<file path="src/rtl/shift_pkg.sv">
// Shared encodings and default sizing for the multi-cycle shift unit.
package shift_pkg;
    localparam int DEF_WIDTH   = 32;
    localparam int DEF_SHAMT_W = 5;
    localparam int DEF_STEP    = 4;

    typedef enum logic [1:0] {
        SHIFT_SLL  = 2'b00,
        SHIFT_SRL  = 2'b01,
        SHIFT_SRA  = 2'b10,
        SHIFT_RSVD = 2'b11
    } shift_op_e;

    typedef enum logic [1:0] {
        ST_IDLE  = 2'd0,
        ST_SHIFT = 2'd1,
        ST_DONE  = 2'd2
    } state_e;
endpackage

</file>
<file path="src/rtl/shift_sequencer_if.sv">
// Request/response handshake bundle between the execute stage and the shift unit.
interface shift_sequencer_if
    import shift_pkg::*;
#(
    parameter int WIDTH   = DEF_WIDTH,
    parameter int SHAMT_W = DEF_SHAMT_W
);
    logic               req_valid;
    logic               req_ready;
    shift_op_e          req_op;
    logic [WIDTH-1:0]   req_data;
    logic [SHAMT_W-1:0] req_shamt;
    logic               rsp_valid;
    logic               rsp_ready;
    logic [WIDTH-1:0]   rsp_data;
    logic               rsp_err;

    modport master (
        output req_valid, req_op, req_data, req_shamt, rsp_ready,
        input  req_ready, rsp_valid, rsp_data, rsp_err
    );

    modport slave (
        input  req_valid, req_op, req_data, req_shamt, rsp_ready,
        output req_ready, rsp_valid, rsp_data, rsp_err
    );
endinterface

</file>
<file path="src/rtl/shift_step.sv">
// Combinational shift of WIDTH-bit data by 0..STEP bits; right shifts take
// their vacated bits from the fill input.
module shift_step
    import shift_pkg::*;
#(
    parameter int WIDTH = DEF_WIDTH,
    parameter int STEP  = DEF_STEP,
    parameter int AMT_W = $clog2(STEP + 1)
) (
    input  logic [WIDTH-1:0] data,
    input  logic [AMT_W-1:0] amt,
    input  shift_op_e        op,
    input  logic             fill,
    output logic [WIDTH-1:0] result
);
    always_comb begin
        result = data;
        case (op)
            SHIFT_SLL: result = data << amt;
            SHIFT_SRL,
            SHIFT_SRA: result = WIDTH'({{WIDTH{fill}}, data} >> amt);
            default:   result = data;
        endcase
    end
endmodule

</file>
<file path="src/rtl/shift_sequencer.sv">
// Multi-cycle SLL/SRL/SRA unit: walks a STEP-bit shifter over the operand
// until the requested amount is consumed, then holds the result for handshake.
module shift_sequencer
    import shift_pkg::*;
#(
    parameter int WIDTH            = DEF_WIDTH,
    parameter int SHAMT_W          = DEF_SHAMT_W,
    parameter int unsigned STEP    = DEF_STEP
) (
    input  logic               clk,
    input  logic               rst_n,
    shift_sequencer_if.slave   bus,
    output logic               busy
);
    localparam int AMT_W = $clog2(STEP + 1);

    state_e             state_q, state_d;
    shift_op_e          op_q;
    logic [WIDTH-1:0]   work_q, rsp_data_q, step_out;
    logic [SHAMT_W-1:0] rem_q, rem_nxt;
    logic               fill_q, rsp_err_q;
    logic               accept, direct_done, last_step;
    logic [AMT_W-1:0]   step_amt;
    int unsigned        step_n;

    always_comb begin
        step_n    = (32'(rem_q) > STEP) ? STEP : 32'(rem_q);
        step_amt  = AMT_W'(step_n);
        rem_nxt   = rem_q - SHAMT_W'(step_n);
        last_step = (rem_nxt == '0);
    end

    shift_step #(.WIDTH(WIDTH), .STEP(STEP), .AMT_W(AMT_W)) u_step (
        .data   (work_q),
        .amt    (step_amt),
        .op     (op_q),
        .fill   (fill_q),
        .result (step_out)
    );

    always_ff @(posedge clk or negedge rst_n) begin
        if (!rst_n) state_q <= ST_IDLE;
        else        state_q <= state_d;
    end

    always_comb begin
        state_d       = state_q;
        bus.req_ready = 1'b0;
        bus.rsp_valid = 1'b0;
        busy          = 1'b1;
        accept        = 1'b0;
        direct_done   = (bus.req_shamt == '0) || (bus.req_op == SHIFT_RSVD);
        case (state_q)
            ST_IDLE: begin
                bus.req_ready = 1'b1;
                busy          = 1'b0;
                accept        = bus.req_valid;
                if (accept) state_d = direct_done ? ST_DONE : ST_SHIFT;
            end
            ST_SHIFT: if (last_step) state_d = ST_DONE;
            ST_DONE: begin
                bus.rsp_valid = 1'b1;
                if (bus.rsp_ready) state_d = ST_IDLE;
            end
            default: state_d = ST_IDLE;
        endcase
    end

    // Result registers load only on entry to DONE, so they stay put through
    // backpressure and keep their value after the handshake.
    always_ff @(posedge clk or negedge rst_n) begin
        if (!rst_n) begin
            op_q       <= SHIFT_SLL;
            work_q     <= '0;
            rem_q      <= '0;
            fill_q     <= 1'b0;
            rsp_data_q <= '0;
            rsp_err_q  <= 1'b0;
        end else if (accept) begin
            op_q   <= bus.req_op;
            work_q <= bus.req_data;
            rem_q  <= bus.req_shamt;
            fill_q <= (bus.req_op == SHIFT_SRA) & bus.req_data[WIDTH-1];
            if (direct_done) begin
                rsp_data_q <= bus.req_data;
                rsp_err_q  <= (bus.req_op == SHIFT_RSVD);
            end
        end else if (state_q == ST_SHIFT) begin
            work_q <= step_out;
            rem_q  <= rem_nxt;
            if (last_step) begin
                rsp_data_q <= step_out;
                rsp_err_q  <= 1'b0;
            end
        end
    end

    assign bus.rsp_data = rsp_data_q;
    assign bus.rsp_err  = rsp_err_q;
endmodule
</file>
<file path="src/flat_wrapper.sv">
// flat-port wrapper written by rule: the top's interface ports become plain ports
module shift_sequencer_flat import shift_pkg::*;
#(
    parameter int WIDTH            = DEF_WIDTH,
    parameter int SHAMT_W          = DEF_SHAMT_W,
    parameter int unsigned STEP    = DEF_STEP
)
  (clk, rst_n, busy, bus_req_valid, bus_req_op, bus_req_data, bus_req_shamt, bus_rsp_ready, bus_req_ready, bus_rsp_valid, bus_rsp_data, bus_rsp_err);
  shift_sequencer_if #(.WIDTH(WIDTH), .SHAMT_W(SHAMT_W)) bus_i ();
  input  logic clk;
  input  logic rst_n;
  output logic busy;
  input wire logic [$bits(bus_i.req_valid)-1:0] bus_req_valid;
  input wire logic [$bits(bus_i.req_op)-1:0] bus_req_op;
  input wire logic [$bits(bus_i.req_data)-1:0] bus_req_data;
  input wire logic [$bits(bus_i.req_shamt)-1:0] bus_req_shamt;
  input wire logic [$bits(bus_i.rsp_ready)-1:0] bus_rsp_ready;
  output wire logic [$bits(bus_i.req_ready)-1:0] bus_req_ready;
  output wire logic [$bits(bus_i.rsp_valid)-1:0] bus_rsp_valid;
  output wire logic [$bits(bus_i.rsp_data)-1:0] bus_rsp_data;
  output wire logic [$bits(bus_i.rsp_err)-1:0] bus_rsp_err;
  assign bus_i.req_valid = bus_req_valid;
  assign bus_i.req_op = bus_req_op;
  assign bus_i.req_data = bus_req_data;
  assign bus_i.req_shamt = bus_req_shamt;
  assign bus_i.rsp_ready = bus_rsp_ready;
  assign bus_req_ready = bus_i.req_ready;
  assign bus_rsp_valid = bus_i.rsp_valid;
  assign bus_rsp_data = bus_i.rsp_data;
  assign bus_rsp_err = bus_i.rsp_err;
  shift_sequencer #(.WIDTH(WIDTH), .SHAMT_W(SHAMT_W), .STEP(STEP)) u_core (.clk(clk), .rst_n(rst_n), .bus(bus_i), .busy(busy));
endmodule
</file>
<file path="config.mk">
export PLATFORM = sky130hd
export DESIGN_NAME = shift_sequencer_flat
export DESIGN_NICKNAME = d
export VERILOG_FILES = /design/src/rtl/shift_pkg.sv /design/src/rtl/shift_sequencer_if.sv /design/src/rtl/shift_step.sv /design/src/rtl/shift_sequencer.sv /design/src/flat_wrapper.sv
export SDC_FILE = /design/constraint.sdc
export NUM_CORES = 1
export LEC_CHECK = 0
export BUFFER_PORTS_ARGS = -buffer_cell sky130_fd_sc_hd__buf_2
export CORE_UTILIZATION = 40
export DETAILED_ROUTE_END_ITERATION = 7
export PLACE_DENSITY = 0.67
export SYNTH_ARGS = -nofsm -noshare
export SYNTH_HDL_FRONTEND = slang
export SYNTH_SLANG_ARGS = --single-unit
</file>
<file path="constraint.sdc">
create_clock -name clk -period 4.7 [get_ports clk]
set_clock_uncertainty 0.05 [all_clocks]
set_input_delay 0.47 -clock clk [delete_from_list [all_inputs] [get_ports clk]]
set_output_delay 0.47 -clock clk [all_outputs]
set_load 0.05 [all_outputs]
</file>
Word-level counts from Yosys, hierarchy flattened

Cells that the tools add are included.

Register bits after elaboration: 75
Word-level logic and storage cells: 55

Add/subtract/negate cells: 1
Magnitude comparators: 1
Equal/unequal tests: 10
Shift operators: 2
Mux-type cells: 23
Bitwise operators: 1
Reduce and logical (&&, ||, !) cells: 10

Operator list:

| operator                                                                 | number |
|---|---|
| 32-bit two-way mux                                                       | 6 |
| 32-bit case mux with 2 select lines                                      | 1 |
| 64-bit by 3-bit >> shifter with 32-bit output                            | 1 |
| 32-bit by 3-bit left shift with 32-bit output                            | 1 |
| 5-bit two-way mux                                                        | 3 |
| 5-bit logical NOT                                                        | 2 |
| 2-bit equality test (second input constant)                              | 4 |
| 1-bit two-way mux                                                        | 8 |
| 2-bit two-way mux                                                        | 4 |
| 2-bit inequality test (second input constant)                            | 3 |
| 2-bit case mux with 3 select lines                                       | 1 |
| 3-bit AND reduction                                                      | 2 |
| 5-bit by 3-bit > comparator with 1-bit output (second input constant)    | 1 |
| 5-bit subtractor                                                         | 1 |
| 2-bit by 1-bit equality test with 1-bit output (second input constant)   | 2 |
| 2-bit logical NOT                                                        | 2 |
| 2-bit nonzero test                                                       | 2 |
| 2-bit by 1-bit inequality test with 1-bit output (second input constant) | 1 |
| 2-bit OR reduction                                                       | 1 |
| 1-bit bitwise AND                                                        | 1 |
| 1-bit logical OR                                                         | 1 |

Logic depth before layout (Yosys ltp)

Depth in word-level cells: 7
Gate-level depth with buffers: 13
Gate-level depth less buffers: 8

Cells and area by module

From an unflattened synthesis, not the netlist that was laid out.

Cell total of the unflattened synthesis: 613
Area total of the unflattened synthesis: 6506.2 µm²

By module, submodules not included:

| module          | times used | cells each | area an instance (µm²) |
|---|---|---|---|
| shift_sequencer | 1          | 292        | 3420.8 |
| shift_step      | 1          | 321        | 3085.5 |

Worst setup path before layout

OpenSTA, ideal clock, no wires.

Path type: register to register
Start: reg u_core.rem_q[1]
End: reg u_core.rsp_data_q[7], in the netlist u_core.bus.rsp_data[7]
Library setup time: 135 ps
Arrival time: 2815 ps
Data required time: 4515 ps
Setup slack: 1700 ps
Cell stages (with the launch flop): 13
Clock period less this slack: 3000 ps
Cell sequence: dfrtp_1 > buf_2 > buf_1 > clkbuf_1 > nand2_1 > ha_1 > nor4b_1 > o2111a_1 > a211o_1 > buf_2 > buf_4 > mux2i_1 > o31ai_1

Longest elaborated chain between the ends: 7
Elaborated cells between the ends (all ways): 12
Classes of those cells: add/sub (1); order compare (1); shift (2); mux (5); reduce/logical (3)

RTL lines:

| item                                                                                                  | line                  | source |
|---|---|---|
| start: declaration                                                                                    | shift_sequencer.sv:20 | `logic [SHAMT_W-1:0] rem_q, rem_nxt;` |
| start signal: assignment                                                                              | shift_sequencer.sv:82 | `rem_q <= bus.req_shamt;` |
| start signal: assignment                                                                              | shift_sequencer.sv:90 | `rem_q <= rem_nxt;` |
| parallel branches: the longest is 7 deep, another holds 5-bit by 3-bit > comparator with 1-bit output | n/a                   |  |
| end signal: assignment                                                                                | shift_sequencer.sv:85 | `rsp_data_q <= bus.req_data;` |
| end signal: assignment                                                                                | shift_sequencer.sv:92 | `rsp_data_q <= step_out;` |
| end: declaration                                                                                      | shift_sequencer.sv:19 | `logic [WIDTH-1:0] work_q, rsp_data_q, step_out;` |

Parallel ways; which one is timed is not known. The select of a mux whose other input is x is not followed.
A chain may end at the register's enable or synchronous reset.

Worst setup path after layout

Start: reg u_core.rem_q[2]
End: reg u_core.rsp_data_q[29], in the netlist u_core.bus.rsp_data[29]

The elaborated chain is that of the path after synthesis.

==> results.yml <==
outcome:
  status: "complete, no violations"
timing:
  tightestPinTransition_ps: 1200
  max_freq_mhz: 260
  finalHoldViolations: 0
  finalCritPeriodShare_pct: 81.9
  setup_viol: 0
  maxSlewViolCount: 0
  relSlewSlack_pct: 20.0
  hold-worst-slack_ps: 218
  worst_slack_ps: 851
  rsz0062_at_grt: "no"
  min_period_ps: 3850
  finalSetupTns_ps: 0
drt:
  final_antenna_net_count: 0
  vias: 6127
  first_iter_violations: 647
  first_pass_iters: 7
  wl_per_cell_um: 20.8
  route.detailed.drc: 0
  drt_wl_total_um: 19800
  vias_per_cell: 6.42
logic_synthesis:
  synth-main-ff-cell: "dfrtp_1"
  yosys.area.top_type: "dfrtp_1"
  synth_cell_types: 68
  async_reset_ff_share_pct: 100
  yosysTopAreaCellShare_pct: 29.7
  syn_nets: 773
  syn_area_per_cell_um2: 8.69
  synth_area_leaders: "dfrtp_1 30%, mux2i_1 8.4%, mux4_2 6.8%"
  syn_area_um2: 6320
  synth.most_common_cell: "dfrtp_1"
  yosys-top-cells-count: "75 x dfrtp_1, 68 x nand2_1, 62 x clkbuf_1, 57 x o21ai_0, 53 x mux2i_1"
  synth_edf_count: 0
  yosysWarnings: 0
  yosysSeqAreaShare_pct: 29.7
  syn-instance-count: 727
  synth_seq_cells: 75
floorplanning:
  coreArea_um2: 15300
  row_count: 45
  die-area_um2: 16300
  start_util_pct: 41.3
  die_h_um: 128
  dieWidth_um: 128
  ios: 79
critical_path:
  ff2ff_setup_slack_ps: 850
  crit_path_cell_trace: "or3_1 -> nand2_1 -> ha_1 -> nor4b_1 -> o2111a_1 -> a211o_2 -> o311ai_0 -> o21a_1"
  reg2reg_to: "u_core.bus.rsp_data[29]"
  worstPathMaxFanout: 44
  rr_startpoint: "u_core.rem_q[2]"
  rr_worst_depth: 8
  cp_slowest_cell: "dfrtp_1"
  endpoint_kind: "register"
  cp.required_ps: 4900
  max_stage_delay_ps: 820
  setup.worst_path.class: "reg -> reg"
  crit_path_start_kind: "register"
  crit_arrival_ps: 4050
  path_delay_family: "compound AO/OA/AOI/OAI gates"
  crit_buf_inv: 0
grt:
  track_usage_pct: 25.1
  grt_overflow: 0
  grt_start_max_net_pins: 76
  antenna_found_initial: 0
  grt_first_pass_wirelength_um: 31900
  grt_pass1_vias: 5723
final_layout:
  antennaDiodeCount: 0
  nets: 784
  area_growth_pct: 11.4
  layout-drive-gt1-share_pct: 21.5
cts:
  post_cts_buffers: 0
  post_cts_resized: 0
  insertion_delay_ps: 350
  tritoncts: "done"
  cts.path.max_buffers: 2
  root_buffer: "clkbuf_16"
  clk_pin_slew_ps: 60
  cts_sinks: 75
  holdBufCountCts: 0
  htree_levels: 3
  cts_inserted_buffers: 9
placed_design:
  globalplace.congestion: 0.884
  dpl.hpwl_um: 12900
  io_buffers: 78
  pre_cts_slack_ps: 883
min_path:
  min_path_type: "in -> async"
run:
  drv_cap: 0
==> cell usage in the layout (no fill, tap or decap), types with 15 or more instances in the layout <==
cell type   n
nand2_1    68
and2_1     19
o221ai_1   18
dfrtp_1    75
mux4_2     19
o21ai_0    57
a31oi_1    15
o31ai_1    18
buf_2      77
mux2i_1    53
nor2_1     46
o22ai_1    24
a21oi_1    42
a22oi_1    15
buf_4      17
==> cell type report <==
type                       instances  area, µm²
multi-input combinational        548       3980
tap                              211        264
fill                            1518       8280
clock inverter                     6        136
inverter                          10       37.5
timing repair buffer              94        513
sequential                        75       1880
clock buffer                      10        229
==> cell families (layout without fill, tap and decap cells) <==
logic type / Yosys count / after routing / synth area share, %
muxes: 89 / 89 / 18.9
AOI/OAI and AO/OA: 252 / 252 / 26.6
and+or+nand+nor: 203 / 203 / 16.6
other: 1 / 1 / 0.0593
buffers and inverters: 104 / 120 / 7.58
adders and majority gates: 3 / 3 / 0.594
DFF: 75 / 75 / 29.7
==> worst max-delay path by stage <==
stage	start	to	slack [ps]	cells past startpoint
6_report	u_core.rem_q[2]	u_core.bus.rsp_data[29]	850	8
5_1_grt	u_core.rem_q[2]	u_core.bus.rsp_data[29]	440	8
4_1_cts	u_core.rem_q[2]	u_core.bus.rsp_data[29]	850	8
3_5_place_dp	u_core.rem_q[2]	u_core.bus.rsp_data[29]	880	8
3_3_place_gp	u_core.rem_q[2]	u_core.bus.rsp_data[29]	1000	8
2_1_floorplan	u_core.rem_q[1]	u_core.bus.rsp_data[7]	1700	12
==> layer usage <==
metal,vias to the layer above,global-route usage [%],wire length (µm)
li1,2787,-,-
met3,36,5.72,1900
met4,0,9.00,408
met1,2978,35.4,8720
met2,326,37.8,8820
met5,-,0,0
==> state kept, by name (all words and copies together), names as in the netlist <==
register and flops:
u_core.op_q 2, u_core.state_q 2, u_core.bus.rsp_data 32, u_core.fill_q 1
u_core.work_q 32, u_core.bus.rsp_err 1, u_core.rem_q 5
==> worst reg2reg max path, stage by stage, from the launching register on <==
cell      delay (ps)
dfrtp_1          820
or3_1            570
nand2_1          110
ha_1             260
nor4b_1          340
o2111a_1         330
a211o_2          740
o311ai_0         330
o21a_1           180
==> per-stage QoR <==
step	utilization [%]	instance area, µm²	instances
global placement	43.6	6670	938
finish	46.0	7040	954
global route	46.0	7040	954
CTS	46.0	7040	954
detailed placement	43.6	6670	938
floorplan	-	6320	727
Power is left out: the tool's default activity adds up to more than one toggle a clock period on the data nets, which glitch-free logic cannot reach.
